==> src/rtl/user_input_encoder.sv <==
// user_input_encoder
//   Producer side of the 4-bit user-input command bus used by the game
//   controllers. Raw board buttons are synchronized, debounced and
//   edge-detected. A small FSM then turns press events into single-cycle
//   one-hot commands, with auto-repeat for INC/DEC and a lockout after
//   PILE/RSV.
//
// Ports
//   w_clk         system clock
//   w_rst_n       asynchronous active-low reset
//   i_btn[3:0]    raw active-high buttons, async to w_clk: [3] INC, [2] DEC, [1] RSV, [0] PILE
//   o_user_input  registered one-hot command pulse, or 4'b0000 when idle
//   o_btn_level   debounced button levels, for LEDs
//   o_locked      high while input is locked out, waiting for all buttons to be released
module user_input_encoder #(
  parameter logic [19:0] DEBOUNCE_CYCLES = 20'd1000000,
  parameter logic [23:0] REPEAT_DELAY    = 24'd5000000,
  parameter logic [23:0] REPEAT_PERIOD   = 24'd2500000
) (
  input  logic       w_clk,
  input  logic       w_rst_n,
  input  logic [3:0] i_btn,
  output logic [3:0] o_user_input,
  output logic [3:0] o_btn_level,
  output logic       o_locked
);

  localparam logic [3:0] CMD_INC  = 4'b1000;
  localparam logic [3:0] CMD_DEC  = 4'b0100;
  localparam logic [3:0] CMD_RSV  = 4'b0010;
  localparam logic [3:0] CMD_PILE = 4'b0001;

  localparam logic [1:0] ST_IDLE   = 2'd0;
  localparam logic [1:0] ST_HELD   = 2'd1;
  localparam logic [1:0] ST_REPEAT = 2'd2;
  localparam logic [1:0] ST_LOCK   = 2'd3;

  logic [3:0]  sync1_q, sync1_d;
  logic [3:0]  sync2_q, sync2_d;
  logic [3:0]  level_q, level_d;
  logic [3:0]  level_prev_q, level_prev_d;
  logic [19:0] cnt_q [4];
  logic [19:0] cnt_d [4];
  logic [1:0]  state_q, state_d;
  logic [3:0]  held_q, held_d;
  logic [23:0] timer_q, timer_d;
  logic [3:0]  user_input_q, user_input_d;

  logic [3:0]  press;
  logic [23:0] timer_inc;
  logic [23:0] timer_limit;

  // ---- stage: two-flop synchronizer ----
  always_comb begin
    sync1_d = i_btn;
    sync2_d = sync1_q;
  end

  // ---- stage: per-bit debounce ----
  // A level toggles only after DEBOUNCE_CYCLES consecutive mismatching
  // samples; any agreeing sample restarts the count.
  always_comb begin
    level_d = level_q;
    for (int i = 0; i < 4; i++) begin
      cnt_d[i] = 20'd0;
      if (sync2_q[i] != level_q[i]) begin
        if (cnt_q[i] == DEBOUNCE_CYCLES - 20'd1) begin
          level_d[i] = ~level_q[i];
        end else begin
          cnt_d[i] = cnt_q[i] + 20'd1;
        end
      end
    end
  end

  // ---- stage: press-edge detection ----
  always_comb begin
    level_prev_d = level_q;
    press        = level_q & ~level_prev_q;
  end

  // ---- stage: command FSM ----
  always_comb begin
    timer_inc   = (&timer_q) ? timer_q : timer_q + 24'd1;
    timer_limit = (state_q == ST_HELD) ? REPEAT_DELAY - 24'd1 : REPEAT_PERIOD - 24'd1;
  end

  always_comb begin
    state_d      = state_q;
    held_d       = held_q;
    timer_d      = timer_inc;
    user_input_d = 4'b0000;
    case (state_q)
      ST_IDLE: begin
        timer_d = 24'd0;
        // Fixed priority PILE > INC > DEC > RSV; losers are dropped.
        if (press[0]) begin
          user_input_d = CMD_PILE;
          state_d      = ST_LOCK;
        end else if (press[3]) begin
          user_input_d = CMD_INC;
          held_d       = CMD_INC;
          state_d      = ST_HELD;
        end else if (press[2]) begin
          user_input_d = CMD_DEC;
          held_d       = CMD_DEC;
          state_d      = ST_HELD;
        end else if (press[1]) begin
          user_input_d = CMD_RSV;
          state_d      = ST_LOCK;
        end
      end
      ST_HELD, ST_REPEAT: begin
        // Release is tested first so it beats a coincident repeat expiry.
        if ((level_q & held_q) == 4'b0000) begin
          timer_d = 24'd0;
          state_d = (|level_q) ? ST_LOCK : ST_IDLE;
        end else if (timer_q == timer_limit) begin
          user_input_d = held_q;
          timer_d      = 24'd0;
          state_d      = ST_REPEAT;
        end
      end
      default: begin
        timer_d = 24'd0;
        if (level_q == 4'b0000) begin
          state_d = ST_IDLE;
        end
      end
    endcase
  end

  always_ff @(posedge w_clk or negedge w_rst_n) begin
    if (!w_rst_n) begin
      sync1_q      <= 4'b0000;
      sync2_q      <= 4'b0000;
      level_q      <= 4'b0000;
      level_prev_q <= 4'b0000;
      for (int i = 0; i < 4; i++) begin
        cnt_q[i] <= 20'd0;
      end
      state_q      <= ST_IDLE;
      held_q       <= 4'b0000;
      timer_q      <= 24'd0;
      user_input_q <= 4'b0000;
    end else begin
      sync1_q      <= sync1_d;
      sync2_q      <= sync2_d;
      level_q      <= level_d;
      level_prev_q <= level_prev_d;
      for (int i = 0; i < 4; i++) begin
        cnt_q[i] <= cnt_d[i];
      end
      state_q      <= state_d;
      held_q       <= held_d;
      timer_q      <= timer_d;
      user_input_q <= user_input_d;
    end
  end

  assign o_user_input = user_input_q;
  assign o_btn_level  = level_q;
  assign o_locked     = (state_q == ST_LOCK);

endmodule

==> config.mk <==
export PLATFORM = sky130hd
export DESIGN_NAME = user_input_encoder
export DESIGN_NICKNAME = d
export VERILOG_FILES = /design/src/rtl/user_input_encoder.sv
export SDC_FILE = /design/constraint.sdc
export NUM_CORES = 1
export LEC_CHECK = 0
export ABC_AREA = 1
export CORE_MARGIN = 2
export CORE_UTILIZATION = 60
export CTS_CLUSTER_SIZE = 16
export DETAILED_ROUTE_END_ITERATION = 16
export PLACE_DENSITY = 0.77
export REMOVE_ABC_BUFFERS = 1
export SYNTH_ARGS = -nofsm -noshare
export SYNTH_HDL_FRONTEND = slang
export SYNTH_SLANG_ARGS = --single-unit
==> constraint.sdc <==
create_clock -name w_clk -period 2.33 [get_ports w_clk]
set_input_delay 0.3495 -clock w_clk [delete_from_list [all_inputs] [get_ports w_clk]]
set_output_delay 0.3495 -clock w_clk [all_outputs]
set_load 0.01 [all_outputs]
==> results of run 1 <==
==> cell families after synthesis <==
family / count (synthesis) / synth area share, %
and+or+nand+nor: 557 / 34.7
buffers and inverters: 134 / 7.54
adders and majority gates: 9 / 1.63
DFF: 128 / 46.3
AOI/OAI and AO/OA: 66 / 5.01
xor gates and xnor gates: 38 / 4.81
==> routing by layer <==
layer	share of wire (%)	vias to the layer above
li1	-	3040
met1	47	2751
met2	47	166
met3	4.7	25
met4	1.9	0
met5	0	-
==> state kept, by name, indices dropped and copies added (netlist names) <==
signal	count
cnt_q	80
held_q	2
level_prev_q	4
o_btn_level	4
o_user_input	4
state_q	2
sync1_q	4
sync2_q	4
timer_q	24
==> layout make-up <==
type	count	area (um2)
timing repair buffer	22	216
sequential	128	3200
fill	945	3450
clock buffer	24	492
inverter	129	484
tap	143	179
multi-input combinational	670	3200
clock inverter	8	103
==> worst paths after layout <==
| check | endpoint | slack (ns) | cells past startpoint |
|---|---|---|---|
| worst max-delay path | timer_q[17] | 0.27 | 10 |
| worst min-delay path | sync2_q[3] | 0.36 | 0 |
| worst max register to register | timer_q[17] | 0.27 | 10 |
| worst min register to register | sync2_q[3] | 0.36 | 0 |
| max in group asynchronous | timer_q[17] | 1.28 | 3 |
| min in group asynchronous | cnt_q[29] | 0.44 | 2 |
==> cell usage after synthesis <==
cell type | count | area share (%)
sky130_fd_sc_hd__a31oi_1 | 6 | 0.54
sky130_fd_sc_hd__nand2_1 | 194 | 11
sky130_fd_sc_hd__nand3b_1 | 4 | 0.43
sky130_fd_sc_hd__nor2_1 | 198 | 11
sky130_fd_sc_hd__inv_2 | 2 | 0.11
sky130_fd_sc_hd__a211oi_1 | 1 | 0.11
sky130_fd_sc_hd__and3_1 | 1 | 0.090
sky130_fd_sc_hd__nand2_2 | 5 | 0.45
sky130_fd_sc_hd__nand3_1 | 77 | 5.6
sky130_fd_sc_hd__inv_1 | 127 | 6.9
sky130_fd_sc_hd__nor4_1 | 2 | 0.18
sky130_fd_sc_hd__o22ai_1 | 1 | 0.090
sky130_fd_sc_hd__o21bai_1 | 1 | 0.11
sky130_fd_sc_hd__ha_1 | 9 | 1.6
sky130_fd_sc_hd__buf_6 | 2 | 0.33
sky130_fd_sc_hd__o211ai_1 | 1 | 0.11
sky130_fd_sc_hd__nor3_2 | 4 | 0.58
sky130_fd_sc_hd__xor2_1 | 27 | 3.4
sky130_fd_sc_hd__nor2_2 | 4 | 0.36
sky130_fd_sc_hd__nor3b_1 | 2 | 0.22
sky130_fd_sc_hd__or2_2 | 1 | 0.090
sky130_fd_sc_hd__nor2_4 | 2 | 0.33
sky130_fd_sc_hd__buf_2 | 3 | 0.22
sky130_fd_sc_hd__a21oi_1 | 30 | 2.2
sky130_fd_sc_hd__xnor2_1 | 11 | 1.4
sky130_fd_sc_hd__o21ai_1 | 3 | 0.22
sky130_fd_sc_hd__nor3_1 | 38 | 2.7
sky130_fd_sc_hd__nand4_1 | 24 | 2.2
sky130_fd_sc_hd__nand3_4 | 1 | 0.25
sky130_fd_sc_hd__dfrtp_1 | 128 | 46
sky130_fd_sc_hd__o21ai_0 | 23 | 1.7
==> stage by stage <==
step                util (%)  cell area, um2  std cells
finish                  69.5            7870       1124
global route            69.5            7870       1124
CTS                     69.5            7870       1124
detailed placement      64.2            7270       1091
global placement        64.2            7270       1091
floorplan                  -            6880        927
==> what timing repair did <==
item                                   CTS  global route
hold buffers                             1             0
setup buffers                            0             0
gates resized for setup                  0             0
endpoints found under the hold margin   51             0
==> power groups by stage <==
stage	combinational [W]	sequential (W)	clock (W)
6_report	0.000132	0.00227	0.00265
5_1_grt	0.000156	0.00227	0.00278
4_1_cts	0.000137	0.00227	0.00269
3_5_place_dp	0.000133	0.00231	0
3_3_place_gp	0.000131	0.00230	0
2_1_floorplan	0.0000564	0.00230	0
==> critical path: cells and delay by family, from the launching register on <==
kind,cells,cell delay [ns]
compound gates,1,0.14
flops,1,0.42
fa+ha+maj,1,0.26
simple gates,5,0.75
buf+inv,3,0.37
==> parameters.txt, run 1 <==
Parameter                              Value

Run
  Max-cap violation count    0

Finish
  Layout-stage area growth over the synthesis result    13.8%
  Number of nets at the end of the flow    983
  Share of final-layout standard cells stronger than drive strength 1    5.71%
  Antenna cell count    0
  Commonest non-fill, non-tap cell in the layout    sky130_fd_sc_hd__nor2_1
  Commonest non-fill, non-tap cells in the layout    sky130_fd_sc_hd__nor2_1 (198), sky130_fd_sc_hd__nand2_1 (194), sky130_fd_sc_hd__dfrtp_1 (128), sky130_fd_sc_hd__inv_1 (127), sky130_fd_sc_hd__nand3_1 (77)

Setup path
  Critical path class    register to register
  Maximum cell stage delay along the critical path    0.42 ns
  Critical path capture point type    register
  Worst setup path startpoint    state_q[1]
  Kind of launch point of the worst setup path    register
  Library cell contributing the largest single delay on the critical path    sky130_fd_sc_hd__dfrtp_1
  Required time of the critical path    2.63 ns
  Worst EP arrival    2.37 ns
  Reg-to-Reg Start    state_q[1]
  Most frequent cell on the critical path    sky130_fd_sc_hd__nand2_2
  Cell chain of the critical path    inv_1 > ha_1 > inv_2 > o21ai_0 > nand3_1 > nor2_2 > nand2_2 > nand2_2 > buf_4 > nor2_1
  CP Max Fanout    14

Placed design
  Worst Setup Slack post-DPL    0.300 ns
  Weighted congestion at the end of routability-driven global placement    0.955
  Estimated wirelength of the detail-placed design    10.3 mm
  Number of buffers inserted by port buffering    14

Drt
  Ratio of routed vias to standard cells    5.32
  Total via count after detailed routing    5982
  Routed length per instance    13.4 um
  Starting DRT DRC Count    456
  Drt total wl    15.0 mm
  Number of optimization iterations in the first detailed-route pass    5
  DRC violation count after routing    0
  Post-route antenna net violation count    0

Timing
  Final min period    2.06 ns
  Accumulated negative setup slack    0 ns
  Post-route clock period utilization    88.5%
  Clock Skews    0.00905 ns
  Remaining max-slew budget at the tightest pin    67.8%
  Final hold vios    0
  Maximum achievable frequency    485 MHz
  Worst setup slack after layout    0.268 ns
  Max-slew violation count    0
  Fin Hold WS    0.356 ns
  RSZ-0062 raised after global routing    no
  Setup-failing EPs final    0
  Slew at the pin with the worst max-slew slack    0.483 ns

Clock tree
  Number of buffers created by CTS    17
  Clock slew at reported path FFs    0.06 ns
  Root Driver    sky130_fd_sc_hd__clkbuf_16
  TritonCTS clock tree    built
  CTS H-Tree Depth    4
  CTS sink count    128
  Maximum count of clock buffers along a single path    2
  Worst skew pair latency    0.43 ns

Hold path
  Worst min path class    register to register
  Hold wc startpoint    sync1_q[3]

Floorplanning
  Number of top-level pins    15
  Floorplan die width    111 um
  Core Area    11300 um2
  Overall die height    111 um
  Area of the die    12400 um2
  Starting utilization of the core area    61.1%
  Number of placement rows    39

GRT
  Wire length of the first global-routing pass    25.8 mm
  Antenna violations before repair    0
  Global routing met3 resource utilization    6.21%
  Busiest grt layer    met2
  Global router's overall resource usage    25.7%
  Number of global-route vias before repair    5679
  Largest net degree at the start of global routing    55
  Met1 track demand over resource    34.4%
  Global routing met2 resource utilization    41.1%
  GR Overflow Total    0

Logic synthesis
  Number of storage elements in the synthesis netlist    128
  Average size of a mapped cell    7.43 um2
  Area of the mapped netlist    6920 um2
  Number of standard cells after synthesis    932
  Number of distinct library cell variants in the gate-level netlist after synthesis    31
  Fraction of the yosys area taken by sequential cells    46.3%
  Total number of yosys warnings    0

Pwr
  Total power density per cell area    641 nW/um2
  Sequential power share    44.9%
  Relative contribution of combinational cells to total power    2.6%
  Leak pwr    3.35 nW
  Switching power summed over all nets    0.00107 W
  Clock share of power    52.4%
  Internal portion of total power    0.00398 W
  Net switching share of the total power    21.2%
  Highest ir drop seen on vdd    609 uV
  Total power consumption of the routed design    0.00505 W

Status
  Result of the run    finished, final reports clean
Note: power is estimated with default switching activity, not from simulation.
==> inputs of run 2 (changes only) <==
--- a/config.mk
+++ b/config.mk
@@ -6,6 +6,7 @@
 export NUM_CORES = 1
 export LEC_CHECK = 0
 export ABC_AREA = 1
+export ABC_CLOCK_PERIOD_IN_PS = 2330
 export CORE_MARGIN = 2
 export CORE_UTILIZATION = 60
 export CTS_CLUSTER_SIZE = 16
==> results of run 2 <==
Final layout, timing and power as in run 1 (identical DEF).
==> inputs of run 3 (changes only) <==
--- a/config.mk
+++ b/config.mk
@@ -7,7 +7,6 @@
 export LEC_CHECK = 0
 export ABC_AREA = 1
 export ABC_CLOCK_PERIOD_IN_PS = 2330
-export CORE_MARGIN = 2
 export CORE_UTILIZATION = 60
 export CTS_CLUSTER_SIZE = 16
 export DETAILED_ROUTE_END_ITERATION = 16
==> parameters.txt, run 3 (synthesized netlist as in run 1, its figures left out) <==
Parameter                              Value

Setup path
  Terminus of the critical flop-to-flop path    timer_q[20]
  Critical path capture point type    register
  Most frequent cell on the critical path    sky130_fd_sc_hd__nand2_2
  Worst EP arrival    2.38 ns
  Number of cell instances on the worst register-to-register path    10
  Library cell contributing the largest single delay on the critical path    sky130_fd_sc_hd__dfrtp_1
  Slack of the worst reg-to-reg path    0.26 ns
  Cell chain of the critical path    inv_1 > ha_1 > inv_2 > o21ai_0 > nand3_1 > nor2_2 > nand2_2 > nand2_2 > buf_4 > nor3_1
  Required time of the critical path    2.64 ns
  Total stage count of the critical path    10
  Maximum cell stage delay along the critical path    0.42 ns
  Reg-to-Reg Start    state_q[1]
  Critical path class    register to register
  Critical path buffer and inverter count    3
  Kind of launch point of the worst setup path    register
  Crit path max-delay family    simple AND/OR/NAND/NOR gates
  CP Max Fanout    15

Floorplanning
  Number of placement rows    38
  Number of top-level pins    15
  Starting utilization of the core area    62.7%
  Overall die height    109 um
  Floorplan die width    109 um
  Area of the die    12000 um2
  Core Area    11000 um2

Drt
  Total via count after detailed routing    6075
  Ratio of routed vias to standard cells    5.42
  Starting DRT DRC Count    433
  Routed length per instance    13.6 um
  Drt total wl    15.2 mm
  Number of optimization iterations in the first detailed-route pass    5
  Post-route antenna net violation count    0
  DRC violation count after routing    0

Clock tree
  Number of buffers inserted to repair setup after CTS    0
  Worst skew pair latency    0.42 ns
  Maximum count of clock buffers along a single path    2
  CTS sink count    128
  Number of buffers created by CTS    17
  CTS H-Tree Depth    4
  CTS resizes    0
  Clock slew at reported path FFs    0.06 ns
  Root Driver    sky130_fd_sc_hd__clkbuf_16
  TritonCTS clock tree    built
  Post-CTS Hold Fix Bufs    1

Finish
  Max reg flops    80
  Share of final-layout standard cells stronger than drive strength 1    6.01%
  Layout-stage area growth over the synthesis result    15.4%
  Number of fillers in the final layout    848
  Commonest non-fill, non-tap cell in the layout    sky130_fd_sc_hd__nor2_1
  Register name with the most flops    cnt_q
  Commonest non-fill, non-tap cells in the layout    sky130_fd_sc_hd__nor2_1 (198), sky130_fd_sc_hd__nand2_1 (194), sky130_fd_sc_hd__dfrtp_1 (128), sky130_fd_sc_hd__inv_1 (127), sky130_fd_sc_hd__nand3_1 (77)
  Number of nets at the end of the flow    983
  Final instance area    7990 um2
  Total area of multi-input combinational cells    3200 um2
  Antenna cell count    0
  Area taken by flip-flops and latches    3200 um2
  Largest registers ranked by flip-flop count    cnt_q: 80 flops, timer_q: 24 flops

Timing
  Slew at the pin with the worst max-slew slack    0.616 ns
  Fin Hold WS    0.348 ns
  Maximum achievable frequency    483 MHz
  Clock Skews    0.00861 ns
  Final hold vios    0
  RSZ-0062 raised after global routing    no
  Setup-failing EPs final    0
  Final min period    2.07 ns
  Post-route clock period utilization    88.9%
  Accumulated negative setup slack    0 ns
  Max-slew violation count    0
  Remaining max-slew budget at the tightest pin    58.9%
  Worst setup slack after layout    0.258 ns

GRT
  Number of global-route vias before repair    5737
  Antenna violations before repair    0
  GR Overflow Total    0
  Largest net degree at the start of global routing    69
  Global router's overall resource usage    28.2%
  Wire length of the first global-routing pass    25.8 mm

Pwr
  Highest ir drop seen on vdd    1010 uV
  Leak pwr    3.40 nW
  Internal portion of total power    0.00446 W
  Net switching share of the total power    19.8%
  Switching power summed over all nets    0.00110 W
  Total power density per cell area    696 nW/um2
  Total power consumption of the routed design    0.00556 W
  Clock share of power    56.8%
  Relative contribution of combinational cells to total power    2.4%
  Sequential power share    40.8%

Status
  Result of the run    finished, final reports clean

Run
  Max-cap violation count    0

Placed design
  Weighted congestion at the end of routability-driven global placement    0.951
  Worst Setup Slack post-DPL    0.266 ns
  Estimated wirelength of the detail-placed design    10.4 mm
  Number of buffers inserted by port buffering    14
  Cell area after placement    7260 um2

Hold path
  Hold wc startpoint    sync1_q[1]
  Hold Crit Depth    0
  Worst min path class    register to register
  Worst min-delay path endpoint    sync2_q[1]
==> run 3: worst max-delay path by stage <==
stage,start,end,slack (ns)
2_1_floorplan,state_q[1],state_q[0],0.53
3_3_place_gp,state_q[1],timer_q[20],0.34
3_5_place_dp,state_q[1],timer_q[20],0.27
4_1_cts,state_q[1],timer_q[20],0.26
5_1_grt,state_q[1],state_q[0],0.01
6_report,state_q[1],timer_q[20],0.26
==> run 3: layout make-up <==
class / count / area share (%)
Clock inverter: 13 / 3.23
Multi-Input combinational cell: 670 / 40.0
Timing Repair Buffer: 22 / 2.71
Inverter: 129 / 6.06
Tap cell: 140 / 2.19
Clock buffer: 19 / 5.67
Sequential cell: 128 / 40.1
==> run 3: worst register-to-register path, stage by stage, from the launching register on <==
cell and delay, ns:
sky130_fd_sc_hd__dfrtp_1 0.42, sky130_fd_sc_hd__inv_1 0.09, sky130_fd_sc_hd__ha_1 0.27, sky130_fd_sc_hd__inv_2 0.07, sky130_fd_sc_hd__o21ai_0 0.14, sky130_fd_sc_hd__nand3_1 0.11
sky130_fd_sc_hd__nor2_2 0.16, sky130_fd_sc_hd__nand2_2 0.13, sky130_fd_sc_hd__nand2_2 0.30, sky130_fd_sc_hd__buf_4 0.21, sky130_fd_sc_hd__nor3_1 0.05
==> run 3: routing by layer <==
layer,GRT usage [%],wire length [um]
met1,37.1,7070
met2,45.3,7130
met3,6.99,717
met4,10.1,276
met5,0,0
==> run 3: power groups by stage <==
stage,logic [W],registers [W],clock network (W)
detailed placement,0.000132,0.00231,0
finish,0.000132,0.00227,0.00316
global route,0.000153,0.00227,0.00331
floorplan,0.0000564,0.00230,0
CTS,0.000137,0.00227,0.00320
global placement,0.000130,0.00230,0
==> run 3: per-stage QoR <==
stage / utilization [%] / std cells
6_report: 72.4 / 1121
5_1_grt: 72.4 / 1121
4_1_cts: 72.4 / 1121
3_5_place_dp: 65.9 / 1088
3_3_place_gp: 65.9 / 1088
2_1_floorplan: - / 927
